===== src/rtl/rr_select_arbiter.sv =====
// Round-robin arbiter driving the select of an N-to-1 data mux; RR_SELECT_ARBITER_LOCK_EN adds a burst lock input.
// Latency: one cycle from request in IDLE to out_valid; back-to-back grants give one transfer per cycle.
// Backpressure: sel/grant held while out_ready is low; dropping the granted request without accept abandons it.
module rr_select_arbiter #(
    parameter int NUM_INPUTS = 8,
    parameter int SEL_WIDTH  = $clog2(NUM_INPUTS)
) (
    input  logic                  clk,
    input  logic                  rst_n,
    input  logic [NUM_INPUTS-1:0] req,
    input  logic                  out_ready,
`ifdef RR_SELECT_ARBITER_LOCK_EN
    input  logic                  lock,
`endif
    output logic [SEL_WIDTH-1:0]  sel,
    output logic [NUM_INPUTS-1:0] grant,
    output logic                  out_valid
);

    typedef enum logic {
        IDLE  = 1'b0,
        GRANT = 1'b1
    } state_t;

    localparam logic [SEL_WIDTH-1:0] LAST  = SEL_WIDTH'(NUM_INPUTS - 1);
    localparam logic [SEL_WIDTH:0]   COUNT = (SEL_WIDTH + 1)'(NUM_INPUTS);

    state_t                  state;
    state_t                  state_nxt;
    logic [SEL_WIDTH-1:0]    ptr;
    logic [SEL_WIDTH-1:0]    ptr_nxt;
    logic [SEL_WIDTH-1:0]    sel_nxt;
    logic [NUM_INPUTS-1:0]   grant_nxt;
    logic                    out_valid_nxt;

    logic                    accept;
    logic                    burst_hold;
    logic [SEL_WIDTH-1:0]    sel_inc;
    logic [SEL_WIDTH-1:0]    arb_base;
    logic [SEL_WIDTH-1:0]    arb_idx;
    logic [SEL_WIDTH:0]      arb_pos;
    logic                    arb_found;

    function automatic logic [NUM_INPUTS-1:0] onehot(input logic [SEL_WIDTH-1:0] idx);
        onehot      = '0;
        onehot[idx] = 1'b1;
    endfunction

    assign accept  = (state == GRANT) && out_ready;
    assign sel_inc = (sel == LAST) ? '0 : sel + 1'b1;

`ifdef RR_SELECT_ARBITER_LOCK_EN
    assign burst_hold = lock && req[sel];
`else
    assign burst_hold = 1'b0;
`endif

    // In GRANT the only re-arbitration is on accept, which starts just past the current winner.
    assign arb_base = (state == GRANT) ? sel_inc : ptr;

    always_comb begin
        arb_found = 1'b0;
        arb_idx   = '0;
        arb_pos   = '0;
        for (int k = 0; k < NUM_INPUTS; k++) begin
            arb_pos = {1'b0, arb_base} + (SEL_WIDTH + 1)'(k);
            if (arb_pos >= COUNT) begin
                arb_pos = arb_pos - COUNT;
            end
            if (!arb_found && req[arb_pos[SEL_WIDTH-1:0]]) begin
                arb_found = 1'b1;
                arb_idx   = arb_pos[SEL_WIDTH-1:0];
            end
        end
    end

    always_comb begin
        state_nxt     = state;
        ptr_nxt       = ptr;
        sel_nxt       = sel;
        grant_nxt     = grant;
        out_valid_nxt = out_valid;
        unique case (state)
            IDLE: begin
                if (arb_found) begin
                    state_nxt     = GRANT;
                    sel_nxt       = arb_idx;
                    grant_nxt     = onehot(arb_idx);
                    out_valid_nxt = 1'b1;
                end
            end
            GRANT: begin
                if (accept && !burst_hold) begin
                    ptr_nxt = sel_inc;
                    if (arb_found) begin
                        sel_nxt   = arb_idx;
                        grant_nxt = onehot(arb_idx);
                    end else begin
                        state_nxt     = IDLE;
                        grant_nxt     = '0;
                        out_valid_nxt = 1'b0;
                    end
                end else if (!accept && !req[sel]) begin
                    state_nxt     = IDLE;
                    grant_nxt     = '0;
                    out_valid_nxt = 1'b0;
                end
            end
            default: begin
                state_nxt = IDLE;
            end
        endcase
    end

    always_ff @(posedge clk) begin
        if (!rst_n) begin
            state     <= IDLE;
            ptr       <= '0;
            sel       <= '0;
            grant     <= '0;
            out_valid <= 1'b0;
        end else begin
            state     <= state_nxt;
            ptr       <= ptr_nxt;
            sel       <= sel_nxt;
            grant     <= grant_nxt;
            out_valid <= out_valid_nxt;
        end
    end

    assert property (@(posedge clk) disable iff (!rst_n) $onehot0(grant));
    assert property (@(posedge clk) disable iff (!rst_n) sel <= LAST);
    assert property (@(posedge clk) disable iff (!rst_n)
        out_valid |-> (grant == (NUM_INPUTS'(1) << sel)));
    assert property (@(posedge clk) disable iff (!rst_n) !out_valid |-> (grant == '0));

endmodule


===== config.mk =====
export PLATFORM = sky130hd
export DESIGN_NAME = rr_select_arbiter
export DESIGN_NICKNAME = d
export VERILOG_FILES = /design/src/rtl/rr_select_arbiter.sv
export SDC_FILE = /design/constraint.sdc
export NUM_CORES = 1
export LEC_CHECK = 0
export ABC_CLOCK_PERIOD_IN_PS = 3960
export BUFFER_PORTS_ARGS = -buffer_cell sky130_fd_sc_hd__buf_2
export CAP_MARGIN = 20
export CORE_ASPECT_RATIO = 0.9
export CORE_MARGIN = 2
export CORE_UTILIZATION = 50
export CTS_BUF_LIST = sky130_fd_sc_hd__clkbuf_16
export DETAILED_ROUTE_END_ITERATION = 16
export PLACE_DENSITY_LB_ADDON = 0.15
export SLEW_MARGIN = 20
export SYNTH_ARGS = -nofsm -noshare
export SYNTH_HDL_FRONTEND = slang
export SYNTH_SLANG_ARGS = --single-unit

===== constraint.sdc =====
create_clock -name clk -period 3.96 [get_ports clk]
set_clock_uncertainty 0.15 [all_clocks]
set_input_delay 0.594 -clock clk [delete_from_list [all_inputs] [get_ports clk]]
set_output_delay 0.594 -clock clk [all_outputs]
set_load 0.1 [all_outputs]

==> impl_metrics.toml, run 1 <==
[outcome]
status = "finished, final reports clean"

[drt]
met1Wirelength_mm = 2.48
remaining_drc_errors = 0
wl_per_cell_um = 17.0
ant_nets = 0
dr_wl_met2_mm = 2.39
drt_wl_total_mm = 5.19
highest_layer = "met4"
vias = 1923
viasPerCell = 6.30
drtPass1Iterations = 4
met3_length_um = 277
drtIter0Drc = 114

[pwr]
p_seq_frac = 0.116
max-vdd-ir-drop_mv = 0.481
power.internal_mw = 1.00
p_leak_nw = 0.956
pwr-share-clk = 0.090
powerDensity_mw_per_mm2 = 942
combPwrFrac = 0.794
p_switching_mw = 1.19
swShare = 0.542

[critical_path]
path_depth = 12
startpoint_type = "flip-flop"
cp_slowest_stage_delay_ns = 0.44
critPathTopFamily = "compound AO/OA/AOI/OAI gates"
worstPathMaxFanout = 8
crit_buf_inv = 2
crit_arrival_ns = 3.73
required_ns = 3.96
worstRegToRegCells = 12
crit_chain = "ha_1, ha_1, nor3b_4, nor2_2, ha_1, buf_4, mux4_2, clkinv_1, a221oi_4, o2bb2ai_1, o32a_1, o32ai_1"
end_kind = "flip-flop"
worst_path_max_delay_cell = "o32a_1"
cp_common_cell = "ha_1"
critPathKind = "flip-flop to flip-flop"

[yosys]
syn_avg_cell_area_um2 = 8.89
synth_area_leaders = "dfxtp_1 16%, mux2i_1 9.3%, mux4_2 8.8%"
synth_flop_cell = "dfxtp_1"
synth.distinct_cells = 68
synth_edf_count = 0
syn-cell-area_mm2 = 0.00204
syn_nets = 245
yosysMostFrequentCell = "nand2_1"
synth_cells = 230
synth_top_area_frac = 0.157
synth_common_cells = "20 x nand2_1, 19 x mux2i_1, 16 x dfxtp_1, 15 x nor2_1, 14 x a21oi_1"
ys_warn_count = 0
postSynth.asyncResetShare = 0
yosys.area.top_type = "dfxtp_1"
yosysSeqAreaShare = 0.157
synth_seq_cells = 16

[global_routing]
antenna_found_initial = 0
grt-ovfl-total = 0
grt_usage = 0.246
grt_pass1_vias = 1852
grt_pass1_wl_mm = 9.13
grt_max_degree = 22

[finish]
fill_cells = 352
final_nets = 273
drive_gt1_frac = 0.319
final-instance-count-excl-fill = 305
num_antenna_cells = 0
area_delta_synth_final_pct = 13.5

[run]
max_cap_viol_count = 0

[clock_network]
htree_levels = 1
clk_latency_ns = 0.25
path_clk_slew_ns = 0.05
cts_tree = "done"
ctsHoldBuffers = 0
cts_root_buf = "clkbuf_16"
cts_sinks = 16
cts_buffers = 3
clock_path_buffers = 2

[timing]
fmax_ghz = 0.268
period_needed_ns = 3.73
grt_setup_unrepaired = "false"
slew_viol_final = 0
fin_crit_sh = 0.942
tns_ns = 0
finalSetupViolations = 0
holdWs_ns = 0.305
maxSlewHeadroom = 0.530
tightest_slew_ns = 0.697
hold_viol_final = 0

[floorplanning]
ios = 23
num_rows = 22
start_util = 0.512
dieArea_mm2 = 0.00462
fp.dieH_um = 64.7
core_area_mm2 = 0.00399
fp.dieW_um = 71.4

[placement]
place.gp.congestion = 0.953
hpwl_mm = 4.04
dpl.cell_count = 298
portBuffers = 22

[worst_hold_path]
hold_path.class = "flip-flop to flip-flop"
hold_depth = 2
cell families (layout without fill, tap and decap cells):
family,count (synthesis),count (layout),synth area share
multiplexers,33,33,0.234
adder cells (fa/ha/maj),4,4,0.0245
AO/OA/AOI/OAI,79,79,0.301
AND/OR/NAND/NOR,75,75,0.195
flip-flops,16,16,0.157
buffers and inverters,21,48,0.0716
XOR/XNOR,2,2,0.0178
worst paths after layout:
kind / from / to / slack, ns
worst max-delay path: sel[0] / grant[5] / 0.23
worst min-delay path: grant[4] / grant[4] / 0.31
worst max register to register: sel[0] / grant[5] / 0.23
worst min register to register: grant[4] / grant[4] / 0.31
flip-flops by register name, summed over array words and instances, names as in the netlist:
register and cells:
grant 8, out_valid 1, ptr 3, sel 3, state 1
layer usage:
layer  vias to the layer above  global-route usage
met5                         -                   0
met4                         0              0.0142
met3                         4              0.0544
met2                        55               0.396
met1                       915               0.354
li1                        949                   -
power by group through the flow:
stage                     logic [mW]  registers [mW]  clock network (mW)
final                           1.74           0.254               0.197
after detailed placement        1.66           0.258                   0
after floorplan                 1.14           0.514                   0
after global placement          1.65           0.257                   0
after CTS                       1.66           0.254               0.202
after global routing            1.88           0.264               0.209
area by class of cell:
cell class / count / area (µm²) / area share
clock buffers: 3 / 75.1 / 0.0323
clock inverters: 1 / 3.75 / 0.00162
inverters: 10 / 41.3 / 0.0178
multi-input cells: 193 / 1610 / 0.694
flip-flops and latches: 16 / 329 / 0.142
well taps: 48 / 60.1 / 0.0259
repair buffers: 34 / 200 / 0.0863
worst reg2reg max path: stages, from the launching register on:
cell,delay [ns]
dfxtp_4,0.37
ha_1,0.20
ha_1,0.23
nor3b_4,0.24
nor2_2,0.12
ha_1,0.34
buf_4,0.19
mux4_2,0.40
clkinv_1,0.20
a221oi_4,0.32
o2bb2ai_1,0.14
o32a_1,0.44
o32ai_1,0.30
placed cells by master, fill, tap and decap left out, drive strengths merged, types with 2 or more instances in the layout:
master,count
dfxtp,16
o32a,2
mux4,9
mux2,3
o2bb2ai,2
a32o,4
a221oi,4
clkinv,2
or2,2
a21o,2
and2,5
a21boi,6
a21oi,15
nor3b,2
o211ai,4
nand3,8
nor2b,2
ha,4
o21a,4
xnor2,2
nand2,22
nor3,8
and3,3
buf,34
and2b,3
a211oi,4
inv,8
mux2i,21
o32ai,6
clkbuf,3
o21ai,17
nor2,16
metrics by stage:
stage | area [µm²] | total power, mW | setup slack, ns | util
floorplan | 2070 | 1.65 | 0.0234 | -
global placement | 2190 | 1.91 | 0.310 | 0.550
global route | 2320 | 2.35 | 0.0280 | 0.582
detailed placement | 2190 | 1.91 | 0.289 | 0.550
CTS | 2270 | 2.12 | 0.272 | 0.570
finish | 2320 | 2.19 | 0.231 | 0.582
what timing repair did:
action | CTS | global route
hold endpoints to repair | 0 | 0
endpoints found under the setup margin | 0 | 8
resized for setup | 0 | 4
buffers inserted | 0 | 3
Note: power is estimated with default switching activity, not from simulation.
==> inputs of run 2 (changes only) <==
REMOVE_ABC_BUFFERS = 1   (was default)
==> run 2 against run 1 <==
- combinational power is essentially flat
- register-to-register slack improved by 0.03 ns
- clock-buffer cell count is the same
- core utilization fell by 0.28 points
- sequential cell count unchanged
- largest cell class unchanged
- largest power group unchanged
==> impl_metrics.toml, run 2 (synthesis gave the netlist of run 1 again) <==
[clock_network]
cts_tree = "done"
cts_sinks = 16
ctsHoldBuffers = 0
path_clk_slew_ns = 0.05
clock_path_buffers = 2
clk_latency_ns = 0.25
htree_levels = 1
cts_buffers = 3
cts_root_buf = "clkbuf_16"

[floorplanning]
ios = 23
fp.dieW_um = 71.4
start_util = 0.512
dieArea_mm2 = 0.00462
core_area_mm2 = 0.00399
fp.dieH_um = 64.7
num_rows = 22

[global_routing]
grt_max_degree = 25
antenna_found_initial = 0
grt_usage = 0.238
grt-ovfl-total = 0
grt_pass1_vias = 1810
grt_pass1_wl_mm = 8.84

[finish]
final_cell_mix = "22 x buf_2, 20 x nand2_1, 19 x mux2i_1"
fill_cells = 353
finalInstanceArea_mm2 = 0.00231
drive_gt1_frac = 0.305
area_delta_synth_final_pct = 13.0
num_antenna_cells = 0
regArea_um2 = 320
final_nets = 272
layout_commonest_cell = "buf_2"
largest_register = "grant"
largest_reg_flops = 8
biggestRegsByFlops = "grant: 8 flops, ptr: 3 flops, sel: 3 flops"
multi_input_area_mm2 = 0.00160
post-route-util = 0.579
final-instance-count-excl-fill = 304

[placement]
place_area_mm2 = 0.00219
hpwl_mm = 4.06
dpl.cell_count = 298
portBuffers = 22
place.gp.congestion = 0.868

[drt]
drt_wl_total_mm = 5.27
viasPerCell = 6.41
ant_nets = 0
drtPass1Iterations = 4
drtIter0Drc = 149
remaining_drc_errors = 0
vias = 1950
wl_per_cell_um = 17.3

[critical_path]
required_ns = 3.92
end_kind = "flip-flop"
worstPathMaxFanout = 8
critPathKind = "flip-flop to flip-flop"
crit_arrival_ns = 3.65
startpoint_type = "flip-flop"

[timing]
period_needed_ns = 3.70
fin_crit_sh = 0.933
hold_viol_final = 0
slew_viol_final = 0
tns_ns = 0
finalSetupViolations = 0
tightest_slew_ns = 0.624
maxSlewHeadroom = 0.580
fmax_ghz = 0.271

[pwr]
p_leak_nw = 0.953
finalPower_mw = 2.18
powerDensity_mw_per_mm2 = 944
max-vdd-ir-drop_mv = 0.475

[outcome]
status = "finished, final reports clean"

[worst_hold_path]
hold_path.class = "flip-flop to flip-flop"

[run]
max_cap_viol_count = 0
==> run 2: changes by cell type in the layout (fill, tap and decap cells not counted), sizes merged <==
cell / before / now
buf: 34 / 33
==> run 2: critical path, cell delays in order, from the launching register on <==
cell,delay (ns)
dfxtp_1,0.34
ha_1,0.20
ha_1,0.23
nor3b_4,0.28
nor2_4,0.11
ha_1,0.35
clkinvlp_4,0.20
mux4_2,0.35
a21bo_2,0.25
o22ai_4,0.18
o21ai_0,0.15
a211oi_2,0.34
o32a_1,0.29
o32ai_1,0.12
==> run 2: area by class of cell <==
class / instances / share of cell area
multi-input cells: 193 / 0.694
flip-flops and latches: 16 / 0.139
repair buffers: 33 / 0.0888
clock buffers: 3 / 0.0325
well taps: 48 / 0.0260
inverters: 10 / 0.0179
clock inverters: 1 / 0.00163
==> run 2: path summary, 6_finish.rpt <==
kind,depth (start not counted),endpoint,slack [ns],start
hold / removal,2,grant[1],0.30,grant[1]
setup / recovery,13,grant[5],0.26,sel[1]
setup reg to reg,13,grant[5],0.26,sel[1]
hold reg to reg,2,grant[1],0.30,grant[1]
==> run 2: timing repair <==
| item | CTS | global route |
|---|---|---|
| resized for setup | 0 | 6 |
| buffers inserted | 0 | 2 |
| setup endpoints to repair | 0 | 9 |
==> run 2: where the power goes <==
group | switching [mW] | internal, mW | leakage, nW | total [mW]
combinational | 1.10 | 0.651 | 0.784 | 1.75
clock | 0.0599 | 0.134 | 0.0385 | 0.194
sequential | 0.0304 | 0.206 | 0.131 | 0.236
total | 1.19 | 0.990 | 0.953 | 2.18
==> run 2: layer usage <==
metal | track usage | part of all wire | wire length (µm) | vias up
met4 | 0.0448 | 0.011 | 57 | 0
met2 | 0.353 | 0.43 | 2290 | 75
met5 | 0 | 0 | 0 | -
li1 | - | - | - | 948
met3 | 0.0482 | 0.077 | 404 | 8
met1 | 0.357 | 0.48 | 2520 | 919
==> run 2: metrics by stage <==
stage	hold WS (ns)	setup slack (ns)
6_report	0.297	0.265
2_1_floorplan	0.293	-0.677
3_3_place_gp	0.294	0.274
4_1_cts	0.302	0.199
5_1_grt	0.320	-0.000655
3_5_place_dp	0.294	0.217
